===== src/rtl/sram_window_controller_if.sv =====
// MSX slot bus (cartridge side) and host RAM port bundles
// shared by the SRAM window controller.
interface BUS_IF;
    logic [15:0] ADDR;
    logic [7:0]  DIN;
    logic [7:0]  DOUT;
    logic        SLTSL_n;
    logic        MERQ_n;
    logic        RD_n;
    logic        WR_n;
    logic        RFSH_n;
    logic        RESET_n;
    logic        BUSDIR_n;
    logic        INT_n;
    logic        WAIT_n;

    modport CARTRIDGE (
        input  ADDR, DIN, SLTSL_n, MERQ_n, RD_n, WR_n, RFSH_n, RESET_n,
        output DOUT, BUSDIR_n, INT_n, WAIT_n
    );
endinterface

interface RAM_IF;
    logic [23:0] ADDR;
    logic [15:0] DIN;
    logic [7:0]  DOUT;
    logic [4:0]  DIN_SIZE;
    logic        WE_n;
    logic        OE_n;
    logic        RFSH_n;

    modport HOST (
        output ADDR, DIN, DIN_SIZE, WE_n, OE_n, RFSH_n,
        input  DOUT
    );
endinterface


===== src/rtl/sram_window_controller.sv =====
// MSX cartridge: BIOS ROM at 4000-7FFF with a keyed, paged SRAM window
// and a save sequencer that requests a backup after write silence.
module sram_window_controller #(
    parameter logic [23:0] RAM_ADDR_BIOS = 24'h000000,
    parameter logic [23:0] RAM_ADDR_SRAM = 24'h000000,
    parameter int          WIN_BITS      = 13,
    parameter int          PAGE_COUNT    = 1,
    parameter logic [15:0] KEY           = 16'h694D,
    parameter logic [15:0] PAGE_ADDR     = 16'h7FF7,
    parameter int          SAVE_DELAY    = 1000000
) (
    input  logic     CLK,
    input  logic     RESET_n,
    BUS_IF.CARTRIDGE Bus,
    RAM_IF.HOST      Ram,
    output logic     UNLOCKED,
    output logic     DIRTY,
    output logic     SAVE_REQ,
    input  logic     SAVE_ACK
);
    localparam int PB = (PAGE_COUNT > 1) ? $clog2(PAGE_COUNT) : 0;
    localparam int PW = (PB > 0) ? PB : 1;
    localparam logic [13:0] WIN_MASK = 14'((1 << WIN_BITS) - 1);

    typedef enum logic [1:0] {CLEAN, COUNT, REQ, REQ_RD} save_t;

    logic          w_wr, w_rd, w_cs, w_det_wr, w_unl, w_in_win;
    logic          w_reg_adr, w_sram_wr, w_read, w_evt;
    logic [23:0]   w_sram_addr, w_ram_addr;
    logic          r_wr, r_unlocked;
    logic [7:0]    r_key_lo, r_key_hi;
    logic [PW-1:0] r_page;
    logic          r_we_n, r_oe_n, r_busdir_n, r_rfsh_n;
    logic [23:0]   r_addr;
    logic [15:0]   r_din;
    logic [7:0]    r_dout;
    save_t         r_state, w_state_nx;
    logic [31:0]   r_cnt, w_cnt_nx;
    logic          r_dirty, r_save_req;

    assign w_wr     = !Bus.SLTSL_n && !Bus.MERQ_n && !Bus.WR_n;
    assign w_rd     = !Bus.SLTSL_n && !Bus.MERQ_n && !Bus.RD_n;
    assign w_cs     = Bus.ADDR[15:14] == 2'b01;
    assign w_det_wr = w_wr && !r_wr;
    assign w_unl    = {r_key_hi, r_key_lo} == KEY;
    assign w_in_win = w_cs && w_unl
                      && ((Bus.ADDR[13:0] & ~WIN_MASK) == 14'd0);
    assign w_reg_adr = (Bus.ADDR == 16'h5FFE) || (Bus.ADDR == 16'h5FFF)
                       || (Bus.ADDR == PAGE_ADDR);
    assign w_sram_wr = w_in_win && w_wr && !w_reg_adr;
    assign w_read    = w_cs && w_rd;
    assign w_evt     = w_det_wr && w_sram_wr;

    assign w_sram_addr = RAM_ADDR_SRAM + ((24'(r_page) << WIN_BITS)
                         | {10'd0, Bus.ADDR[13:0] & WIN_MASK});
    assign w_ram_addr  = w_in_win ? w_sram_addr
                         : {RAM_ADDR_BIOS[23:14], Bus.ADDR[13:0]};

    // Soft bus reset clears mapping and idles the ports, never the save state.
    always_ff @(posedge CLK or negedge RESET_n) begin
        if (!RESET_n) begin
            r_wr       <= 1'b0;
            r_unlocked <= 1'b0;
            r_key_lo   <= 8'h00;
            r_key_hi   <= 8'h00;
            r_page     <= '0;
            r_we_n     <= 1'b1;
            r_oe_n     <= 1'b1;
            r_busdir_n <= 1'b1;
            r_rfsh_n   <= 1'b1;
            r_addr     <= 24'd0;
            r_din      <= 16'd0;
            r_dout     <= 8'h00;
        end else begin
            r_wr       <= w_wr;
            r_unlocked <= w_unl;
            if (!Bus.RESET_n) begin
                r_key_lo   <= 8'h00;
                r_key_hi   <= 8'h00;
                r_page     <= '0;
                r_we_n     <= 1'b1;
                r_oe_n     <= 1'b1;
                r_busdir_n <= 1'b1;
                r_rfsh_n   <= 1'b1;
                r_addr     <= 24'd0;
                r_din      <= 16'd0;
                r_dout     <= 8'h00;
            end else begin
                if (w_det_wr && Bus.ADDR == 16'h5FFE)
                    r_key_lo <= Bus.DIN;
                if (w_det_wr && Bus.ADDR == 16'h5FFF)
                    r_key_hi <= Bus.DIN;
                if (PB > 0 && w_det_wr && Bus.ADDR == PAGE_ADDR)
                    r_page <= Bus.DIN[PW-1:0];
                r_we_n     <= !w_sram_wr;
                r_oe_n     <= !w_read;
                r_busdir_n <= !w_read;
                r_rfsh_n   <= Bus.RFSH_n;
                r_addr     <= (w_read || w_sram_wr) ? w_ram_addr : 24'd0;
                r_din      <= w_sram_wr ? {8'h00, Bus.DIN} : 16'd0;
                r_dout     <= w_read ? Ram.DOUT : 8'h00;
            end
        end
    end

    always_comb begin
        w_state_nx = r_state;
        w_cnt_nx   = r_cnt;
        unique case (r_state)
            CLEAN: begin
                if (w_evt) begin
                    w_state_nx = COUNT;
                    w_cnt_nx   = 32'd0;
                end
            end
            COUNT: begin
                if (w_evt)
                    w_cnt_nx = 32'd0;
                else if (r_cnt == 32'(SAVE_DELAY - 1))
                    w_state_nx = REQ;
                else
                    w_cnt_nx = r_cnt + 32'd1;
            end
            REQ: begin
                // A write racing the ack means the backup is already stale.
                if (w_evt && SAVE_ACK) begin
                    w_state_nx = COUNT;
                    w_cnt_nx   = 32'd0;
                end else if (w_evt) begin
                    w_state_nx = REQ_RD;
                end else if (SAVE_ACK) begin
                    w_state_nx = CLEAN;
                end
            end
            REQ_RD: begin
                if (SAVE_ACK) begin
                    w_state_nx = COUNT;
                    w_cnt_nx   = 32'd0;
                end
            end
            default: w_state_nx = CLEAN;
        endcase
    end

    always_ff @(posedge CLK or negedge RESET_n) begin
        if (!RESET_n) begin
            r_state    <= CLEAN;
            r_cnt      <= 32'd0;
            r_dirty    <= 1'b0;
            r_save_req <= 1'b0;
        end else begin
            r_state    <= w_state_nx;
            r_cnt      <= w_cnt_nx;
            r_dirty    <= r_state != CLEAN;
            r_save_req <= (r_state == REQ) || (r_state == REQ_RD);
        end
    end

    assign Ram.ADDR     = r_addr;
    assign Ram.DIN      = r_din;
    assign Ram.DIN_SIZE = 5'd8;
    assign Ram.WE_n     = r_we_n;
    assign Ram.OE_n     = r_oe_n;
    assign Ram.RFSH_n   = r_rfsh_n;
    assign Bus.DOUT     = r_dout;
    assign Bus.BUSDIR_n = r_busdir_n;
    assign Bus.INT_n    = 1'b1;
    assign Bus.WAIT_n   = 1'b1;
    assign UNLOCKED     = r_unlocked;
    assign DIRTY        = r_dirty;
    assign SAVE_REQ     = r_save_req;
endmodule


===== src/flat_wrapper.sv =====
// flat-port wrapper written by rule: the top's interface ports become plain ports
module sram_window_controller_flat 
#(
    parameter logic [23:0] RAM_ADDR_BIOS = 24'h000000,
    parameter logic [23:0] RAM_ADDR_SRAM = 24'h000000,
    parameter int          WIN_BITS      = 13,
    parameter int          PAGE_COUNT    = 1,
    parameter logic [15:0] KEY           = 16'h694D,
    parameter logic [15:0] PAGE_ADDR     = 16'h7FF7,
    parameter int          SAVE_DELAY    = 1000000
)
  (CLK, RESET_n, UNLOCKED, DIRTY, SAVE_REQ, SAVE_ACK, Bus_ADDR, Bus_DIN, Bus_SLTSL_n, Bus_MERQ_n, Bus_RD_n, Bus_WR_n, Bus_RFSH_n, Bus_RESET_n, Bus_DOUT, Bus_BUSDIR_n, Bus_INT_n, Bus_WAIT_n, Ram_ADDR, Ram_DIN, Ram_DIN_SIZE, Ram_WE_n, Ram_OE_n, Ram_RFSH_n, Ram_DOUT);
  BUS_IF Bus_i ();
  RAM_IF Ram_i ();
  input  logic CLK;
  input  logic RESET_n;
  output logic UNLOCKED;
  output logic DIRTY;
  output logic SAVE_REQ;
  input  logic SAVE_ACK;
  input wire logic [$bits(Bus_i.ADDR)-1:0] Bus_ADDR;
  input wire logic [$bits(Bus_i.DIN)-1:0] Bus_DIN;
  input wire logic [$bits(Bus_i.SLTSL_n)-1:0] Bus_SLTSL_n;
  input wire logic [$bits(Bus_i.MERQ_n)-1:0] Bus_MERQ_n;
  input wire logic [$bits(Bus_i.RD_n)-1:0] Bus_RD_n;
  input wire logic [$bits(Bus_i.WR_n)-1:0] Bus_WR_n;
  input wire logic [$bits(Bus_i.RFSH_n)-1:0] Bus_RFSH_n;
  input wire logic [$bits(Bus_i.RESET_n)-1:0] Bus_RESET_n;
  output wire logic [$bits(Bus_i.DOUT)-1:0] Bus_DOUT;
  output wire logic [$bits(Bus_i.BUSDIR_n)-1:0] Bus_BUSDIR_n;
  output wire logic [$bits(Bus_i.INT_n)-1:0] Bus_INT_n;
  output wire logic [$bits(Bus_i.WAIT_n)-1:0] Bus_WAIT_n;
  output wire logic [$bits(Ram_i.ADDR)-1:0] Ram_ADDR;
  output wire logic [$bits(Ram_i.DIN)-1:0] Ram_DIN;
  output wire logic [$bits(Ram_i.DIN_SIZE)-1:0] Ram_DIN_SIZE;
  output wire logic [$bits(Ram_i.WE_n)-1:0] Ram_WE_n;
  output wire logic [$bits(Ram_i.OE_n)-1:0] Ram_OE_n;
  output wire logic [$bits(Ram_i.RFSH_n)-1:0] Ram_RFSH_n;
  input wire logic [$bits(Ram_i.DOUT)-1:0] Ram_DOUT;
  assign Bus_i.ADDR = Bus_ADDR;
  assign Bus_i.DIN = Bus_DIN;
  assign Bus_i.SLTSL_n = Bus_SLTSL_n;
  assign Bus_i.MERQ_n = Bus_MERQ_n;
  assign Bus_i.RD_n = Bus_RD_n;
  assign Bus_i.WR_n = Bus_WR_n;
  assign Bus_i.RFSH_n = Bus_RFSH_n;
  assign Bus_i.RESET_n = Bus_RESET_n;
  assign Bus_DOUT = Bus_i.DOUT;
  assign Bus_BUSDIR_n = Bus_i.BUSDIR_n;
  assign Bus_INT_n = Bus_i.INT_n;
  assign Bus_WAIT_n = Bus_i.WAIT_n;
  assign Ram_ADDR = Ram_i.ADDR;
  assign Ram_DIN = Ram_i.DIN;
  assign Ram_DIN_SIZE = Ram_i.DIN_SIZE;
  assign Ram_WE_n = Ram_i.WE_n;
  assign Ram_OE_n = Ram_i.OE_n;
  assign Ram_RFSH_n = Ram_i.RFSH_n;
  assign Ram_i.DOUT = Ram_DOUT;
  sram_window_controller #(.RAM_ADDR_BIOS(RAM_ADDR_BIOS), .RAM_ADDR_SRAM(RAM_ADDR_SRAM), .WIN_BITS(WIN_BITS), .PAGE_COUNT(PAGE_COUNT), .KEY(KEY), .PAGE_ADDR(PAGE_ADDR), .SAVE_DELAY(SAVE_DELAY)) u_core (.CLK(CLK), .RESET_n(RESET_n), .Bus(Bus_i), .Ram(Ram_i), .UNLOCKED(UNLOCKED), .DIRTY(DIRTY), .SAVE_REQ(SAVE_REQ), .SAVE_ACK(SAVE_ACK));
endmodule

===== config.mk =====
export PLATFORM = sky130hd
export DESIGN_NAME = sram_window_controller_flat
export DESIGN_NICKNAME = d
export VERILOG_FILES = /design/src/rtl/sram_window_controller_if.sv /design/src/rtl/sram_window_controller.sv /design/src/flat_wrapper.sv
export SDC_FILE = /design/constraint.sdc
export NUM_CORES = 1
export LEC_CHECK = 0
export CAP_MARGIN = 20
export CORE_AREA = 2 2 108 89
export DETAILED_ROUTE_END_ITERATION = 6
export DIE_AREA = 0 0 110 91
export PLACE_DENSITY_LB_ADDON = 0.25
export SYNTH_ARGS = -nofsm -noshare
export SYNTH_HDL_FRONTEND = slang
export SYNTH_SLANG_ARGS = --single-unit

===== constraint.sdc =====
create_clock -name CLK -period 3.05 [get_ports CLK]
set_input_delay 0.4575 -clock CLK [delete_from_list [all_inputs] [get_ports CLK]]
set_output_delay 0.4575 -clock CLK [all_outputs]
set_load 0.01 [all_outputs]

# Word level (Yosys, flattened, before mapping)
# Index checks and enable logic that the tools add are counted.
[op_classes]
eq_ne = 18
reduce_logical = 30
muxes = 28
n_addsub = 1
[op_table]
columns = ["op", "n"]
rows = [
  ["32-bit 2-to-1 mux", 5],
  ["32-bit case mux with 4 select lines", 1],
  ["16-bit by 15-bit equality test with 1-bit output, second input constant", 4],
  ["8-bit 2-to-1 mux", 7],
  ["24-bit 2-to-1 mux", 2],
  ["32-bit by 1-bit adder with 32-bit output, second input constant", 1],
  ["32-bit by 20-bit equality test with 1-bit output, second input constant", 1],
  ["16-bit 2-to-1 mux", 1],
  ["14-bit logical NOT", 1],
  ["14-bit 2-to-1 mux", 1],
  ["2-bit 2-to-1 mux", 7],
  ["1-bit logical AND", 13],
  ["2-bit by 1-bit != test with 1-bit output, second input constant", 5],
  ["1-bit logical NOT", 8],
  ["2-bit case mux with 4 select lines", 1],
  ["5-bit AND reduction", 1],
  ["2-bit by 1-bit equality test with 1-bit output, second input constant", 2],
  ["2-bit equality test, second input constant", 2],
  ["1-bit logical OR", 4],
  ["2-bit != test, second input constant", 2],
  ["4-bit by 2-bit != test with 1-bit output, second input constant", 1],
  ["4-bit AND reduction", 1],
  ["1-bit 2-to-1 mux", 3],
  ["3-bit by 2-bit != test with 1-bit output, second input constant", 1],
  ["other kinds (2)", 2],
]
[totals]
in_bits = 41
word_cells = 91
output_inout_bits = 62
ff_bits = 105

# Longest topological paths before layout
# Gate-level depths: netlist (run 1).
[depth]
ltp_word = 9
mapped_depth = 8
mapped_depth_nobuf = 8

# Worst setup path after synthesis (run 1)
# No wires, ideal clock.
[synth_path]
kind = "in2reg"
startpoint = "input port Bus_SLTSL_n"
endpoint = "register u_core.r_cnt[14]"
t_arrival_ns = 2.125
setup_time_ns = 0.130
setup_slack_ns = 0.795
required_time_ns = 2.920
path_stages = 7
path_buffers = 1
path_cell_list = "or3_1 or4_4 o31ai_4 buf_2 nor2_1 o21ai_0 o21ai_0"
[synth_via]
elab_chain_len = 9
word_cells_on_any_way = 14
classes_between = "eq/ne: 3; mux: 2; reduce/logical: 9"
[synth_rtl]
columns = ["element", "line", "source"]
rows = [
  ["start: declaration", "flat_wrapper.sv:23", "input wire logic [$bits(Bus_i.SLTSL_n)-1:0] Bus_SLTSL_n;"],
  ["1-bit logical NOT (*)", "sram_window_controller.sv:41", "assign w_wr = !Bus.SLTSL_n && !Bus.MERQ_n && !Bus.WR_n;"],
  ["1-bit logical AND (*) (2 in series)", "sram_window_controller.sv:41", ""],
  ["1-bit logical AND (2 in series)", "sram_window_controller.sv:50", "assign w_sram_wr = w_in_win && w_wr && !w_reg_adr;"],
  ["1-bit logical AND (*)", "sram_window_controller.sv:52", "assign w_evt = w_det_wr && w_sram_wr;"],
  ["1-bit logical AND", "sram_window_controller.sv:126", "if (w_evt && SAVE_ACK) begin"],
  ["2-bit by 1-bit != test with 1-bit output (no line)", "n/a", ""],
  ["4-bit AND reduction (no line)", "n/a", ""],
  ["end signal: assignment", "sram_window_controller.sv:153", "r_cnt <= w_cnt_nx;"],
  ["end: declaration", "sram_window_controller.sv:38", "logic [31:0] r_cnt, w_cnt_nx;"],
]
# Mark *: on every way between the ends. The rest lies on a longest branch, timed or not.
# A chain may end at the register's enable or synchronous reset.

# Final worst setup path (run 1)
[layout_path]
startpoint = "register u_core.r_cnt[0]"
endpoint = "register u_core.r_state[1]"
[layout_via]
elab_chain_len = 3
[layout_rtl]
columns = ["element", "line", "source"]
rows = [
  ["32-bit by 20-bit equality test with 1-bit output", "sram_window_controller.sv:119", "else if (r_cnt == 32'(SAVE_DELAY - 1))"],
  ["2-bit by 1-bit != test with 1-bit output (no line)", "n/a", ""],
  ["5-bit AND reduction (no line)", "n/a", ""],
  ["end signal: assignment", "sram_window_controller.sv:152", "r_state <= w_state_nx;"],
  ["end: declaration", "sram_window_controller.sv:37", "save_t r_state, w_state_nx;"],
]
# No other way between the ends.

==> reports/qor.yml, run 1 <==
clock_network:
  cts_htree_levels: 3
  insertion_delay_ns: 0.37
  post_cts_buffers: 0
  cts_sinks: 87
  tritoncts: "done"
  cts.root.buffer_cell: "sky130_fd_sc_hd__clkbuf_8"
  cts.repair.resized: 0
  max-clock-path-buffers: 2
  cts_made_buffers: 9
  cts-hold-fix-buffers: 0
  clkSlewWorstSetupHoldPaths_ns: 0.09
sta:
  final.min_clock_period_ns: 2.43
  setup-violations-final: 0
  post-route-period-util: 0.797
  rsz0062_at_grt: "no"
  max_clock_freq_mhz: 411
  worst_pin_slew_ns: 0.709
  skew_ns: 0.0101
  number_of_max_slew_violations_in_the_final_report: 0
  hold_viol_final: 0
  fin_setup_tns_ns: 0
  max_slew_margin: 0.525
place:
  numPortBuffers: 77
  globalplace.congestion: 0.866
  hpwl_um: 6770
floorplan:
  coreArea_um2: 8880
  start_util: 0.482
  placement_rows: 31
  top_level_ports: 103
  die_x_um: 110
  die_area_um2: 10000
  die_height_um: 91
worst_setup_path:
  worst-path-max-fanout: 11
  setup.worst_path.class: "reg -> reg"
  cell_at_the_slowest_stage_of_the_critical_path: "sky130_fd_sc_hd__or4_4"
  setup.worst_path.start_class: "register"
  path_cells: "ha_1, and3_1, nand3_1, or4_4, or2_4, a21oi_2, mux2i_1"
  critical_path.top_delay_family: "simple AND/OR/NAND/NOR gates"
  cp-end-kind: "register"
  worstPathRequired_ns: 3.35
  critPathBufInv: 0
  worst_path_largest_cell_delay_ns: 0.59
  arrival_time_of_data_at_the_critical_path_endpoint_ns: 2.73
synthesis:
  netlist_area_um2: 4280
  leading_cell_type_by_number_of_instances_after_synthesis: "sky130_fd_sc_hd__dfrtp_1"
  synth.top_cell.area_share: 0.491
  synthesized_flop_and_latch_total: 87
  synth.cells.most_frequent: "sky130_fd_sc_hd__dfrtp_1, sky130_fd_sc_hd__o21ai_0, sky130_fd_sc_hd__and3_1, sky130_fd_sc_hd__buf_4, sky130_fd_sc_hd__and2_1"
  synth-async-reset-ratio: 1.00
  ys.warnings.count: 0
  syn_area_per_cell_um2: 10.1
  synth-main-ff-cell: "sky130_fd_sc_hd__dfrtp_1"
  netlist_top_cells_area: "sky130_fd_sc_hd__dfrtp_1, sky130_fd_sc_hd__o21ai_0, sky130_fd_sc_hd__buf_4, sky130_fd_sc_hd__mux2i_1, sky130_fd_sc_hd__and3_1"
  number_of_enable_type_register_cells_in_the_synthesized_netlist: 0
  synth.yosys.seq_area_share: 0.510
  yosys.cell_types.count: 49
  post-synth-top-area-cell: "sky130_fd_sc_hd__dfrtp_1"
  syn-instance-count: 425
drt:
  vias_per_cell: 5.45
  remaining_number_of_nets_flagged_by_the_antenna_check_after_routing: 0
  drt_iter0_drc: 227
  route.detailed.wl_per_inst_um: 15.4
  drtPass1Iterations: 5
  remaining_drc_errors: 0
  route.final.wire_length_um: 9600
  total_vias_in_the_final_route: 3390
run:
  maxCapViolCount: 0
power_and_ir_drop:
  clock_power_share: 0.391
  power.internal_mw: 1.60
  power.switching_uw: 494
  power.sequential.fraction: 0.552
  power_switching_share: 0.235
  report.power.total_mw: 2.10
  worst_ir_drop_vdd_v: 0.000281
  power.leakage_nw: 2.43
  comb_power_share: 0.057
  power_density_nw_per_um2: 396
min_path:
  hold_path.class: "in -> async"
global_route:
  first_pass_grt_wire_length_um: 16100
  grt_overflow_total: 0
  grtUsageTotal: 0.208
  initial_antenna_violation_count: 0
  grt_start_max_net_pins: 88
  first_global_vias: 3234
cells_and_area:
  fraction_of_layout_instances_using_a_drive_strength_above_1: 0.0907
  diodes: 0
  area_growth_syn_to_layout_pct: 23.7
  num-nets-final: 548
run_status:
  outcome: "finished, final reports clean"
## worst register-to-register path, cell delays in order, from the launching register on
cell                      delay, ns
sky130_fd_sc_hd__dfrtp_1       0.48
sky130_fd_sc_hd__ha_1          0.29
sky130_fd_sc_hd__and3_1        0.26
sky130_fd_sc_hd__nand3_1       0.13
sky130_fd_sc_hd__or4_4         0.59
sky130_fd_sc_hd__or2_4         0.27
sky130_fd_sc_hd__a21oi_2       0.15
sky130_fd_sc_hd__mux2i_1       0.18
## power groups by stage
stage | sequential (mW) | clock, mW | combinational (mW)
after global routing | 1.16 | 0.903 | 0.133
after CTS | 1.16 | 0.851 | 0.121
after global placement | 1.18 | 0 | 0.119
final | 1.16 | 0.820 | 0.119
after floorplan | 1.18 | 0 | 0.0515
after detailed placement | 1.18 | 0 | 0.121
## cells by family after synthesis
group           share of synthesized area
simple gates                        0.233
compound gates                      0.128
mux                                0.0398
flops                               0.510
buf+inv                            0.0731
other cells                       0.00176
fa+ha+maj                          0.0146
## cell usage in the layout (no fill, tap or decap), drive strengths merged, types with 3 or more instances in the layout
master         count
clkbuf             9
ha                 5
or4                3
or2                5
nand2             21
and2              21
buf               11
nor3               6
a31oi              7
nor4b              3
conb              25
a41oi              3
dfrtp             84
o31ai             15
nand4             11
inv               13
mux2i             17
nand3             19
nor2b             18
and3              28
o21ai             50
a21oi             13
dfstp              3
clkdlybuf4s50     76
nor4               6
nor2              14
## path summary, 6_finish.rpt
kind	start	to	slack, ns	cells past startpoint
max	u_core.r_cnt[0]	u_core.r_state[1]	0.62	7
min	RESET_n	u_core.SAVE_REQ	0.11	2
max reg2reg	u_core.r_cnt[0]	u_core.r_state[1]	0.62	7
min reg2reg	u_core.r_cnt[16]	u_core.r_cnt[16]	0.50	1
max in group asynchronous	RESET_n	u_core.Ram.WE_n	2.58	2
min in group CLK	u_core.r_cnt[16]	u_core.r_cnt[16]	0.50	1
## flip-flops by register name, indices dropped and copies added (netlist names), 2 cells and up
name             count
u_core.r_cnt        32
u_core.Ram.ADDR     14
u_core.Bus.DOUT      8
u_core.Ram.DIN       8
u_core.r_key_hi      8
u_core.r_key_lo      8
u_core.r_state       2
## layer usage
layer	GRT usage	vias to the layer above	part of all wire
li1	-	1624	-
met1	0.295	1633	0.45
met2	0.289	116	0.47
met3	0.0538	17	0.053
met4	0.109	0	0.026
met5	0	-	0
## stage by stage
step	cell area, um2	std cells	hold slack [ns]	utilization	setup slack, ns
2_1_floorplan	4370	448	0.162	-	0.795
3_3_place_gp	5090	606	0.481	0.573	0.296
3_5_place_dp	5090	606	0.482	0.573	0.264
4_1_cts	5290	622	0.118	0.596	0.656
5_1_grt	5290	622	0.138	0.596	0.488
6_report	5290	622	0.113	0.596	0.619
## final cells by class
cell class | count | area, um2
clock buffers | 9 | 124
clock inverters | 7 | 80.1
fillers | 785 | 3590
inverters | 10 | 37.5
multi-input cells | 307 | 1870
flip-flops and latches | 87 | 2180
well taps | 115 | 144
repair buffers | 87 | 856
Power figures use the tool's default switching activity.
==> inputs of run 2 (changes only) <==
CORE_AREA = 2 2 113 93   (was 2 2 108 89)
DIE_AREA = 0 0 115 95   (was 0 0 110 91)
clock period = 2.05 ns   (was 3.05 ns; I/O delays follow)
==> run 2 against run 1 <==
The run now ends with setup timing left. Clock power increased by 130%. Global-route usage decreased by 0.53 points. Wire length increased by 12%. Setup slack got worse by 0.76 ns. Count of clock-buffer cells in the layout increased by 2. Maximum frequency increased by 11%. Via count increased by 7.5%. Register-to-register slack got worse by 0.76 ns. Sequential share of layout area decreased by 6.0 points. Critical path depth decreased by 2. First-iteration DRC count increased by 21%.
==> reports/qor.yml, run 2 (same netlist as run 1, synthesis figures left out) <==
run_status:
  outcome: "finished, violations left"
  failed_checks: "setup timing"
worst_setup_path:
  setup.worst_path.start_class: "register"
  cp-end-kind: "register"
  worst-path-max-fanout: 5  # -6
  critical_path.top_delay_family: "simple AND/OR/NAND/NOR gates"
  timing.rr.end: "u_core.r_state[1]"
  critPathBufInv: 0  # unchanged
  setup.worst_path.end: "u_core.r_state[1]"
  worst_path_largest_cell_delay_ns: 0.59  # about the same
  critical_path.most_common_cell: "sky130_fd_sc_hd__or4_4"
  reg2reg_slack_ns: -0.14  # -0.76 ns
  worst-r2r-cell-count: 5  # -2
  worstPathRequired_ns: 2.31  # -1.04 ns
  worstReg2RegStart: "u_core.r_cnt[20]"
  arrival_time_of_data_at_the_critical_path_endpoint_ns: 2.45  # -0.28 ns
  logic_depth_of_the_worst_path_buffers_included: 5  # -2
  cell_at_the_slowest_stage_of_the_critical_path: "sky130_fd_sc_hd__or4_4"
  setup.worst_path.start: "u_core.r_cnt[20]"
  setup.worst_path.class: "reg -> reg"
  path_cells: "or4_4, or4_4, or2_4, a21oi_4, mux2i_1"
drt:
  route.detailed.wl_per_inst_um: 15.7  # +1.7%
  route.final.wire_length_um: 10800  # +12%
  total_vias_in_the_final_route: 3645  # +7.5%
  remaining_drc_errors: 0  # unchanged
  vias_per_cell: 5.31  # -2.7%
  drtPass1Iterations: 5  # unchanged
  remaining_number_of_nets_flagged_by_the_antenna_check_after_routing: 0  # unchanged
  drt_iter0_drc: 275  # +21%
global_route:
  grt_start_max_net_pins: 55  # -38%
  first_global_vias: 3440  # +6.4%
  grtUsageTotal: 0.202  # -0.00530
  grt_overflow_total: 0  # unchanged
  initial_antenna_violation_count: 0  # unchanged
  first_pass_grt_wire_length_um: 17100  # +6.6%
floorplan:
  top_level_ports: 103  # unchanged
  die_height_um: 95  # +4.4%
  coreArea_um2: 9910  # +12%
  start_util: 0.432  # -0.0499
  placement_rows: 33  # +6.5%
  die_area_um2: 10900  # +9.1%
  die_x_um: 115  # +4.5%
clock_network:
  tritoncts: "done"
  clkSlewWorstSetupHoldPaths_ns: 0.06  # -0.03 ns
  cts_sinks: 87  # unchanged
  cts.root.buffer_cell: "sky130_fd_sc_hd__clkbuf_16"
  cts_htree_levels: 3  # unchanged
  cts_made_buffers: 9  # unchanged
  max-clock-path-buffers: 2  # unchanged
  insertion_delay_ns: 0.34  # -0.03 ns
cells_and_area:
  top_register: "u_core.r_cnt"
  diodes: 0  # unchanged
  register_area_um2: 2180  # unchanged
  mostFrequentLayoutCell: "sky130_fd_sc_hd__dfrtp_1"
  leading_cell_types_in_the_layout_fill_and_taps_excluded: "sky130_fd_sc_hd__dfrtp_1, sky130_fd_sc_hd__clkdlybuf4s50_1, sky130_fd_sc_hd__buf_4, sky130_fd_sc_hd__o21ai_1"
  multi_input_comb_area_um2: 2090  # +12%
  nFillCells: 794  # +1.1%
  fraction_of_layout_instances_using_a_drive_strength_above_1: 0.250  # +0.159
  num-nets-final: 606  # +11%
  area_growth_syn_to_layout_pct: 44.9
  largest_reg_flops: 32  # unchanged
  final_cell_count_no_fill: 687  # +10%
place:
  globalplace.congestion: 0.830  # -4.1%
  placed_cells: 659  # +8.7%
  hpwl_um: 7180  # +6.1%
  place_ws_ns: -0.558  # -0.822 ns
  numPortBuffers: 77  # unchanged
min_path:
  hold_path.class: "in -> async"
sta:
  rsz0062_at_grt: "yes"
  hold_viol_final: 0  # unchanged
  skew_ns: 0.00422  # -0.00584 ns
  setup-violations-final: 18  # +18
  worst_pin_slew_ns: 0.589  # -0.120 ns
  post-route-period-util: 1.07  # +0.273
  post-route-worst-setup-slack_ns: -0.143  # -0.762 ns
  max_slew_margin: 0.604  # +0.0793
  final.min_clock_period_ns: 2.19  # -0.238 ns
  max_clock_freq_mhz: 456  # +11%
  number_of_max_slew_violations_in_the_final_report: 0  # unchanged
power_and_ir_drop:
  worst_ir_drop_vdd_v: 0.000382  # +36%
  power.leakage_nw: 2.88  # +18%
  power_density_nw_per_um2: 613  # +55%
run:
  maxCapViolCount: 0  # unchanged
-- run 2: cell types whose count changed in the layout (fill, tap and decap cells not counted), moves of 4 or more --
cell                        previous run  this run
sky130_fd_sc_hd__a21oi_1              12         6
sky130_fd_sc_hd__a21oi_2               1         6
sky130_fd_sc_hd__buf_12                1         5
sky130_fd_sc_hd__buf_4                10        54
sky130_fd_sc_hd__buf_6                 0         6
sky130_fd_sc_hd__clkbuf_16             0         9
sky130_fd_sc_hd__clkbuf_8              9         1
sky130_fd_sc_hd__nand2_1              20        12
sky130_fd_sc_hd__nand2_2               1         8
sky130_fd_sc_hd__nor2_1               13         6
sky130_fd_sc_hd__nor2_4                0         8
sky130_fd_sc_hd__o21ai_0              46         2
sky130_fd_sc_hd__o21ai_1               4        43
sky130_fd_sc_hd__o21ai_2               0         5
-- run 2: what timing repair did --
| item | 4_1_cts | 5_1_grt |
|---|---|---|
| gates cloned | 2 | 1 |
| resized for setup | 43 | 48 |
| pin swaps | 13 | 28 |
| buffers inserted | 4 | 4 |
| hold endpoints to repair | 32 | 0 |
| endpoints found under the setup margin | 47 | 47 |
| hold buffers | 1 | 0 |
-- run 2: worst min path at each step --
stage,startpoint,endpoint,slack [ns]
finish,RESET_n,u_core.Ram.ADDR[8],0.46
global route,RESET_n,u_core.Ram.ADDR[8],0.51
CTS,RESET_n,u_core.Ram.ADDR[10],0.48
detailed placement,RESET_n,u_core.Ram.ADDR[10],0.29
global placement,RESET_n,u_core.Ram.ADDR[10],0.29
floorplan,RESET_n,u_core.Bus.DOUT[0],0.01
-- run 2: worst reg2reg max path, cell delays in order (launching register included) --
cell                      delay, ns
sky130_fd_sc_hd__dfrtp_1       0.40
sky130_fd_sc_hd__or4_4         0.54
sky130_fd_sc_hd__or4_4         0.59
sky130_fd_sc_hd__or2_4         0.27
sky130_fd_sc_hd__a21oi_4       0.13
sky130_fd_sc_hd__mux2i_1       0.20
-- run 2: area by class of cell --
| class | count | share of cell area |
|---|---|---|
| multi-input combinational | 307 | 0.337 |
| tap | 122 | 0.0246 |
| clock inverter | 5 | 0.0169 |
| sequential | 87 | 0.352 |
| timing repair buffer | 145 | 0.224 |
| inverter | 10 | 0.00605 |
| clock buffer | 11 | 0.0391 |
-- run 2: metal layers --
| layer | vias up | share of wire | GRT usage |
|---|---|---|---|
| li1 | 1741 | - | - |
| met1 | 1776 | 0.44 | 0.271 |
| met2 | 112 | 0.49 | 0.323 |
| met3 | 16 | 0.052 | 0.0430 |
| met4 | 0 | 0.015 | 0.0783 |
| met5 | - | 0 | 0 |
-- run 2: where the power goes --
group          internal (mW)  leakage [nW]  switching [mW]
Clock                   1.22         0.162           0.670
Combinational         0.0936          1.54          0.0922
Sequential              1.72          1.18         0.00147
Total                   3.04          2.88           0.764
-- run 2: through the flow --
stage / cell area (um2) / power (mW) / hold WS, ns / TNS, ns / util
2_1_floorplan: 4420 / 1.83 / 0.0119 / -0.271 / -
3_3_place_gp: 5510 / 1.94 / 0.288 / -25.25 / 0.556
4_1_cts: 6030 / 3.84 / 0.479 / -0.278 / 0.609
3_5_place_dp: 5510 / 1.94 / 0.290 / -27.42 / 0.556
6_report: 6200 / 3.80 / 0.464 / -0.550 / 0.626
5_1_grt: 6200 / 3.93 / 0.505 / -3.55 / 0.626
==> inputs of run 3 (changes only) <==
HOLD_SLACK_MARGIN = 0.15   (was default)
==> results of run 3 <==
Final layout, timing and power as in run 2 (identical DEF).
